**config.mk**
```make
export PLATFORM = sky130hd
export DESIGN_NAME = mem_ctrl_flat
export DESIGN_NICKNAME = d
export VERILOG_FILES = /design/src/rtl/mem_ctrl_pkg.sv /design/src/rtl/mem_ctrl_if.sv /design/src/rtl/mem_ctrl.sv /design/src/flat_wrapper.sv
export SDC_FILE = /design/constraint.sdc
export NUM_CORES = 1
export LEC_CHECK = 0
export CORE_ASPECT_RATIO = 0.8
export CORE_MARGIN = 2
export CORE_UTILIZATION = 42
export DETAILED_ROUTE_END_ITERATION = 8
export PLACE_DENSITY = 0.77
export SLEW_MARGIN = 0
export SYNTH_ARGS = -nofsm -noshare
export SYNTH_HDL_FRONTEND = slang
export SYNTH_SLANG_ARGS = --single-unit
```
**constraint.sdc**
```tcl
create_clock -name clk -period 2.15 [get_ports clk]
set_input_delay 0.43 -clock clk [delete_from_list [all_inputs] [get_ports clk]]
set_output_delay 0.43 -clock clk [all_outputs]
set_load 0.02 [all_outputs]
```
**src/rtl/mem_ctrl_pkg.sv**
```systemverilog
// Shared types and constants for the byte-serial unified memory controller.
package mem_ctrl_pkg;

  localparam int RAM_AW_DEF = 17;

  localparam logic [1:0] SIZE_BYTE = 2'b00;
  localparam logic [1:0] SIZE_HALF = 2'b01;
  localparam logic [1:0] SIZE_WORD = 2'b10;

  typedef enum logic [1:0] {
    IDLE  = 2'd0,
    READ  = 2'd1,
    WRITE = 2'd2,
    DONE  = 2'd3
  } state_t;

  typedef enum logic [1:0] {
    OP_FETCH = 2'd0,
    OP_LOAD  = 2'd1,
    OP_STORE = 2'd2
  } op_t;

  // Byte count for a size code; the unused code 11 behaves as a word.
  function automatic logic [2:0] size_bytes(input logic [1:0] size);
    case (size)
      SIZE_BYTE: return 3'd1;
      SIZE_HALF: return 3'd2;
      default:   return 3'd4;
    endcase
  endfunction

endpackage

```
**src/rtl/mem_ctrl_if.sv**
```systemverilog
// Core-side request/response signals plus the byte-wide RAM port of mem_ctrl.
interface mem_ctrl_if #(
  parameter int RAM_AW = mem_ctrl_pkg::RAM_AW_DEF
);

  logic              if_req;
  logic [31:0]       if_addr;
  logic [31:0]       if_data;
  logic              if_done;

  logic              re;
  logic [31:0]       raddr;
  logic [1:0]        rsize;
  logic [31:0]       rdata;

  logic              we;
  logic [31:0]       waddr;
  logic [1:0]        wsize;
  logic [31:0]       wdata;

  logic              mem_done;
  logic              stall_req;

  logic [RAM_AW-1:0] ram_addr;
  logic              ram_wr;
  logic [7:0]        ram_din;
  logic [7:0]        ram_dout;

  modport slave (
    input  if_req, if_addr, re, raddr, rsize, we, waddr, wsize, wdata, ram_dout,
    output if_data, if_done, rdata, mem_done, stall_req, ram_addr, ram_wr, ram_din
  );

  modport master (
    output if_req, if_addr, re, raddr, rsize, we, waddr, wsize, wdata, ram_dout,
    input  if_data, if_done, rdata, mem_done, stall_req, ram_addr, ram_wr, ram_din
  );

endinterface

```
**src/rtl/mem_ctrl.sv**
```systemverilog
// Arbitrates fetch vs load/store onto a single byte-wide RAM, one byte per cycle,
// assembling little-endian words and producing the pipeline stall request.
module mem_ctrl
  import mem_ctrl_pkg::*;
#(
  parameter int RAM_AW = RAM_AW_DEF
) (
  input  logic      clk,
  input  logic      rst,
  mem_ctrl_if.slave bus
);

  state_t            state_reg, state_next;
  op_t               op_reg, op_next;
  logic [RAM_AW-1:0] base_reg, base_next;
  logic [2:0]        n_reg, n_next;
  logic [1:0]        i_reg, i_next;
  logic [2:0]        cnt_reg, cnt_next;
  logic [31:0]       asm_reg, asm_next;
  logic [31:0]       wbuf_reg, wbuf_next;
  logic [31:0]       if_data_reg, if_data_next;
  logic [31:0]       rdata_reg, rdata_next;

  logic [1:0]        last_idx;
  logic              cap_en;
  logic [1:0]        cap_lane;

  assign last_idx = 2'(n_reg - 3'd1);

  // RAM data trails its address by one cycle, so the byte landing on the edge
  // that ends cycle cnt belongs to lane cnt-1.
  assign cap_en   = (state_reg == READ) && (cnt_reg != 3'd0);
  assign cap_lane = 2'(cnt_reg - 3'd1);

  genvar gi;
  generate
    for (gi = 0; gi < 4; gi++) begin : g_lane
      assign asm_next[8*gi +: 8] =
          (state_reg == IDLE)                ? 8'h00        :
          (cap_en && (cap_lane == 2'(gi)))   ? bus.ram_dout :
                                               asm_reg[8*gi +: 8];
    end
  endgenerate

  always_ff @(posedge clk or negedge rst) begin
    if (!rst) begin
      state_reg   <= IDLE;
      op_reg      <= OP_FETCH;
      base_reg    <= '0;
      n_reg       <= 3'd4;
      i_reg       <= 2'd0;
      cnt_reg     <= 3'd0;
      asm_reg     <= 32'h0;
      wbuf_reg    <= 32'h0;
      if_data_reg <= 32'h0;
      rdata_reg   <= 32'h0;
    end else begin
      state_reg   <= state_next;
      op_reg      <= op_next;
      base_reg    <= base_next;
      n_reg       <= n_next;
      i_reg       <= i_next;
      cnt_reg     <= cnt_next;
      asm_reg     <= asm_next;
      wbuf_reg    <= wbuf_next;
      if_data_reg <= if_data_next;
      rdata_reg   <= rdata_next;
    end
  end

  always_comb begin
    state_next   = state_reg;
    op_next      = op_reg;
    base_next    = base_reg;
    n_next       = n_reg;
    i_next       = i_reg;
    cnt_next     = cnt_reg;
    wbuf_next    = wbuf_reg;
    if_data_next = if_data_reg;
    rdata_next   = rdata_reg;

    case (state_reg)
      IDLE: begin
        i_next   = 2'd0;
        cnt_next = 3'd0;
        if (bus.we) begin
          state_next = WRITE;
          op_next    = OP_STORE;
          base_next  = bus.waddr[RAM_AW-1:0];
          n_next     = size_bytes(bus.wsize);
          wbuf_next  = bus.wdata;
        end else if (bus.re) begin
          state_next = READ;
          op_next    = OP_LOAD;
          base_next  = bus.raddr[RAM_AW-1:0];
          n_next     = size_bytes(bus.rsize);
        end else if (bus.if_req) begin
          state_next = READ;
          op_next    = OP_FETCH;
          base_next  = bus.if_addr[RAM_AW-1:0];
          n_next     = 3'd4;
        end
      end

      READ: begin
        cnt_next = cnt_reg + 3'd1;
        if (i_reg != last_idx) begin
          i_next = i_reg + 2'd1;
        end
        if (cnt_reg == n_reg) begin
          state_next = DONE;
          if (op_reg == OP_FETCH) begin
            if_data_next = asm_next;
          end else begin
            rdata_next = asm_next;
          end
        end
      end

      WRITE: begin
        if (i_reg == last_idx) begin
          state_next = DONE;
        end else begin
          i_next = i_reg + 2'd1;
        end
      end

      DONE: begin
        state_next = IDLE;
      end

      default: begin
        state_next = IDLE;
      end
    endcase
  end

  assign bus.ram_addr  = base_reg + RAM_AW'(i_reg);
  assign bus.ram_wr    = (state_reg == WRITE);
  assign bus.ram_din   = (state_reg == WRITE) ? wbuf_reg[{i_reg, 3'b000} +: 8] : 8'h00;
  assign bus.if_done   = (state_reg == DONE) && (op_reg == OP_FETCH);
  assign bus.mem_done  = (state_reg == DONE) && (op_reg != OP_FETCH);
  assign bus.if_data   = if_data_reg;
  assign bus.rdata     = rdata_reg;
  // Dropping stall during DONE lets the pipeline advance on the edge that ends it.
  assign bus.stall_req = (bus.if_req | bus.re | bus.we) & (state_reg != DONE);

  generate
    if (RAM_AW < 32) begin : g_unused
      logic unused_addr_hi;
      assign unused_addr_hi = ^{bus.if_addr[31:RAM_AW], bus.raddr[31:RAM_AW],
                                bus.waddr[31:RAM_AW]};
    end
  endgenerate

endmodule

```
**src/flat_wrapper.sv**
```systemverilog
// flat-port wrapper written by rule: the top's interface ports become plain ports
module mem_ctrl_flat import mem_ctrl_pkg::*;
#(
  parameter int RAM_AW = RAM_AW_DEF
)
  (clk, rst, bus_if_req, bus_if_addr, bus_re, bus_raddr, bus_rsize, bus_we, bus_waddr, bus_wsize, bus_wdata, bus_ram_dout, bus_if_data, bus_if_done, bus_rdata, bus_mem_done, bus_stall_req, bus_ram_addr, bus_ram_wr, bus_ram_din);
  mem_ctrl_if #(.RAM_AW(RAM_AW)) bus_i ();
  input  logic clk;
  input  logic rst;
  input wire logic [$bits(bus_i.if_req)-1:0] bus_if_req;
  input wire logic [$bits(bus_i.if_addr)-1:0] bus_if_addr;
  input wire logic [$bits(bus_i.re)-1:0] bus_re;
  input wire logic [$bits(bus_i.raddr)-1:0] bus_raddr;
  input wire logic [$bits(bus_i.rsize)-1:0] bus_rsize;
  input wire logic [$bits(bus_i.we)-1:0] bus_we;
  input wire logic [$bits(bus_i.waddr)-1:0] bus_waddr;
  input wire logic [$bits(bus_i.wsize)-1:0] bus_wsize;
  input wire logic [$bits(bus_i.wdata)-1:0] bus_wdata;
  input wire logic [$bits(bus_i.ram_dout)-1:0] bus_ram_dout;
  output wire logic [$bits(bus_i.if_data)-1:0] bus_if_data;
  output wire logic [$bits(bus_i.if_done)-1:0] bus_if_done;
  output wire logic [$bits(bus_i.rdata)-1:0] bus_rdata;
  output wire logic [$bits(bus_i.mem_done)-1:0] bus_mem_done;
  output wire logic [$bits(bus_i.stall_req)-1:0] bus_stall_req;
  output wire logic [$bits(bus_i.ram_addr)-1:0] bus_ram_addr;
  output wire logic [$bits(bus_i.ram_wr)-1:0] bus_ram_wr;
  output wire logic [$bits(bus_i.ram_din)-1:0] bus_ram_din;
  assign bus_i.if_req = bus_if_req;
  assign bus_i.if_addr = bus_if_addr;
  assign bus_i.re = bus_re;
  assign bus_i.raddr = bus_raddr;
  assign bus_i.rsize = bus_rsize;
  assign bus_i.we = bus_we;
  assign bus_i.waddr = bus_waddr;
  assign bus_i.wsize = bus_wsize;
  assign bus_i.wdata = bus_wdata;
  assign bus_i.ram_dout = bus_ram_dout;
  assign bus_if_data = bus_i.if_data;
  assign bus_if_done = bus_i.if_done;
  assign bus_rdata = bus_i.rdata;
  assign bus_mem_done = bus_i.mem_done;
  assign bus_stall_req = bus_i.stall_req;
  assign bus_ram_addr = bus_i.ram_addr;
  assign bus_ram_wr = bus_i.ram_wr;
  assign bus_ram_din = bus_i.ram_din;
  mem_ctrl #(.RAM_AW(RAM_AW)) u_core (.clk(clk), .rst(rst), .bus(bus_i));
endmodule
```
==> run metrics <==
status finished with violations; failing checks negative setup slack; R2R cell count 5; flop2flop setup slack 150 ps; slowest CP cell dfrtp_1; num rows 42; Slew Viols, Final 0; total iterations of the first detailed-routing run 6; CP startpoint kind flip-flop; relative slew slack 51.6%; Setup crit end bus_ram_addr[14]; core area 16,700 um^2; crit path buf inv count 2; Tot Pwr 14.8 mW; CP delay by family, top simple AND/OR/NAND/NOR gates; Worst Hold Class flip-flop to flip-flop; vias in the first global route 5,725; number of buffers created by CTS 17; IO buf count 192; syn_nets 736; H-tree Lvls 4; Area Growth Syn to Fin 46.0%; max cap viols 0; most used cell, CP and4b_2; sequential area share after synthesis 54.5%; Peak Freq 357 MHz; Pleak 4.88 nW; GR Overflow Total 0; CP arrival 2370 ps; total number of vias 5,406; initial core utilization 43.3%; RD Place Congestion 0.807; crit-path cells ha_2 -> inv_2 -> fa_2 -> and4b_2 -> and4b_2 -> nand3_4 -> xnor2_4 -> buf_6; Reg area 3930 um^2; setup TNS -10,850 ps; # diodes 0; ANT nets after route 0; worst setup path start u_core.i_reg[0]; Synth Flop Type dfrtp_1; Fin Clk Skew 8.09 ps; die area 18,200 um^2; DR vias/cell 5.18; syn avg cell area 12.5 um^2; met3 wire length 1030 um; global-route wire length before repair 29,200 um; min setup slack post-route -654 ps; largest net degree at the start of global routing 50; DRT iter0 DRCs 291; synth warn 0; Period minus WS final 2800 ps; share of cells above drive strength 1 25.5%; actual transition at the worst max-transition pin 723 ps; Skew-Pair Late Insertion Delay 420 ps; Async S/R FF share, synth 100%; initial antenna violation count 0; final period utilization 130%; Max clock buf depth 2; setup violators final 23; Peak VDD IR 0.000687 V; clk slew on worst S/H paths 70 ps; Cells after Synth 577; DR WL/cell 17.9 um; DP Wirelength 13,300 um; Worst setup EP type output port; worst r2r src u_core.cnt_reg[2]; CP Max Fanout 3; WL met1 8140 um; met2 WL 9320 um; Stages on worst setup path 8; number of synthesized flops with an enable pin 0; I/O pin count 238; FILL cells 1,244; Die H 121 um; CTS Root Cell clkbuf_16; Fin. Hold Viols 0; crit-path max cell delay 360 ps; Die W 151 um; P per Cell Area 1410 nW/um^2; R2R Path End u_core.bus.rdata[0]; Min-Delay Path Depth 2; drt total wl 18,700 um; Yosys reg bits 157; Critical Path RT 1720 ps; total global-route track usage 20.8%; CTS tree built; residual DRC count 0; Setup CP Type flip-flop to output port; unrepaired setup endpoints after global routing yes; Layout Nets 970; worst hold start u_core.n_reg[2]; Synth Cell Area 7210 um^2; CTS Sinks 157; Unique masters post-synth 44; multi-input logic area 3290 um^2; Max Used Layer met4
-- layout by cell type, fill, tap and decap left out, types with 4 or more instances in the layout --
master | netlist | layout
o2bb2ai_1 | 29 | 29
xnor2_1 | 10 | 4
xnor2_2 | 0 | 4
buf_6 | 3 | 10
nor2_1 | 55 | 51
clkbuf_16 | 0 | 17
clkinvlp_4 | 0 | 4
buf_12 | 0 | 7
and2_1 | 10 | 10
buf_4 | 0 | 54
a21oi_1 | 18 | 18
mux4_2 | 8 | 8
o21ai_0 | 21 | 21
dfrtp_1 | 156 | 155
mux2_2 | 49 | 49
ha_1 | 13 | 10
inv_6 | 0 | 4
clkdlybuf4s50_1 | 0 | 170
xor2_1 | 9 | 9
mux2i_1 | 53 | 53
o2bb2ai_2 | 20 | 20
nand2_1 | 35 | 34
inv_1 | 16 | 14
dlygate4sd2_1 | 0 | 4
-- layer usage --
layer | vias to the layer above | global-route usage [%]
met5 | - | 0
met1 | 2702 | 26.4
li1 | 2525 | -
met3 | 19 | 4.89
met2 | 160 | 35.1
met4 | 0 | 6.66
-- final cells by class --
type | instances | share of cell area, %
timing repair buffer | 247 | 22.9
clock buffer | 20 | 4.33
multi-input combinational | 372 | 31.3
sequential | 157 | 37.3
clock inverter | 11 | 1.03
inverter | 16 | 0.570
tap | 220 | 2.61
-- kinds of logic (layout without fill, tap and decap cells) --
| family | Yosys count | in the layout | share of synthesized area (%) |
|---|---|---|---|
| buffers and inverters | 48 | 294 | 3.02 |
| xor gates and xnor gates | 19 | 19 | 2.31 |
| muxes | 110 | 110 | 17.5 |
| adders and majority gates | 14 | 14 | 2.53 |
| and+or+nand+nor | 127 | 127 | 8.10 |
| AOI/OAI and AO/OA | 102 | 102 | 12.1 |
| DFF | 157 | 157 | 54.5 |
-- worst min-delay path by stage --
stage          slack (ps)                 end
2_1_floorplan         130   u_core.asm_reg[0]
3_3_place_gp          350  u_core.asm_reg[12]
3_5_place_dp          350   u_core.asm_reg[3]
4_1_cts               480     u_core.n_reg[2]
5_1_grt               490   u_core.asm_reg[3]
6_report              480     u_core.n_reg[2]
-- timing repair --
| item | CTS | global route |
|---|---|---|
| endpoints found under the hold margin | 32 | 0 |
| gates resized for setup | 117 | 12 |
| setup endpoints to repair | 29 | 59 |
| pin swaps | 15 | 9 |
| hold buffers | 1 | 0 |
| buffers inserted | 5 | 7 |
| cloned | 0 | 0 |
-- cell usage after synthesis (3+ instances only) --
cell	n	area share, %
dfrtp_1	156	54
nor2_1	55	2.9
mux2i_1	53	7.4
mux2_2	49	7.6
nand2_1	35	1.8
o2bb2ai_1	29	3.5
o21ai_0	21	1.5
o2bb2ai_2	20	4.2
a21oi_1	18	1.2
clkbuf_1	16	0.83
inv_1	16	0.83
ha_1	13	2.3
buf_2	12	0.83
and2_1	10	0.87
xnor2_1	10	1.2
xor2_1	9	1.1
mux4_2	8	2.5
nand3_1	5	0.35
nor3_1	4	0.28
and3_1	3	0.26
buf_6	3	0.47
nand2b_1	3	0.26
o211ai_2	3	0.52
-- stage by stage --
step	hold WS [ps]	cell area (um^2)	utilization, %	worst slack [ps]	std cells
4_1_cts	483	10400	62.6	-676	1036
5_1_grt	489	10500	63.2	-766	1043
3_5_place_dp	355	9740	58.4	-737	1000
2_1_floorplan	134	7280	-	-186	577
3_3_place_gp	347	9740	58.4	-696	1000
6_report	480	10500	63.2	-654	1043
-- worst reg2reg max path: stages (launching register included) --
cell and delay, ps:
dfrtp_2 490, xor2_1 230, nor4_4 400, or3b_1 440
buf_12 190, o2bb2ai_1 180
-- where the power goes --
group	switching, mW	total (mW)	internal (mW)	leakage (nW)
registers	0.785	4.97	4.18	2.02
logic	3.46	6.99	3.53	2.60
clock network	1.21	2.88	1.66	0.266
total	5.46	14.8	9.37	4.88
Note: power is estimated with default switching activity, not from simulation.
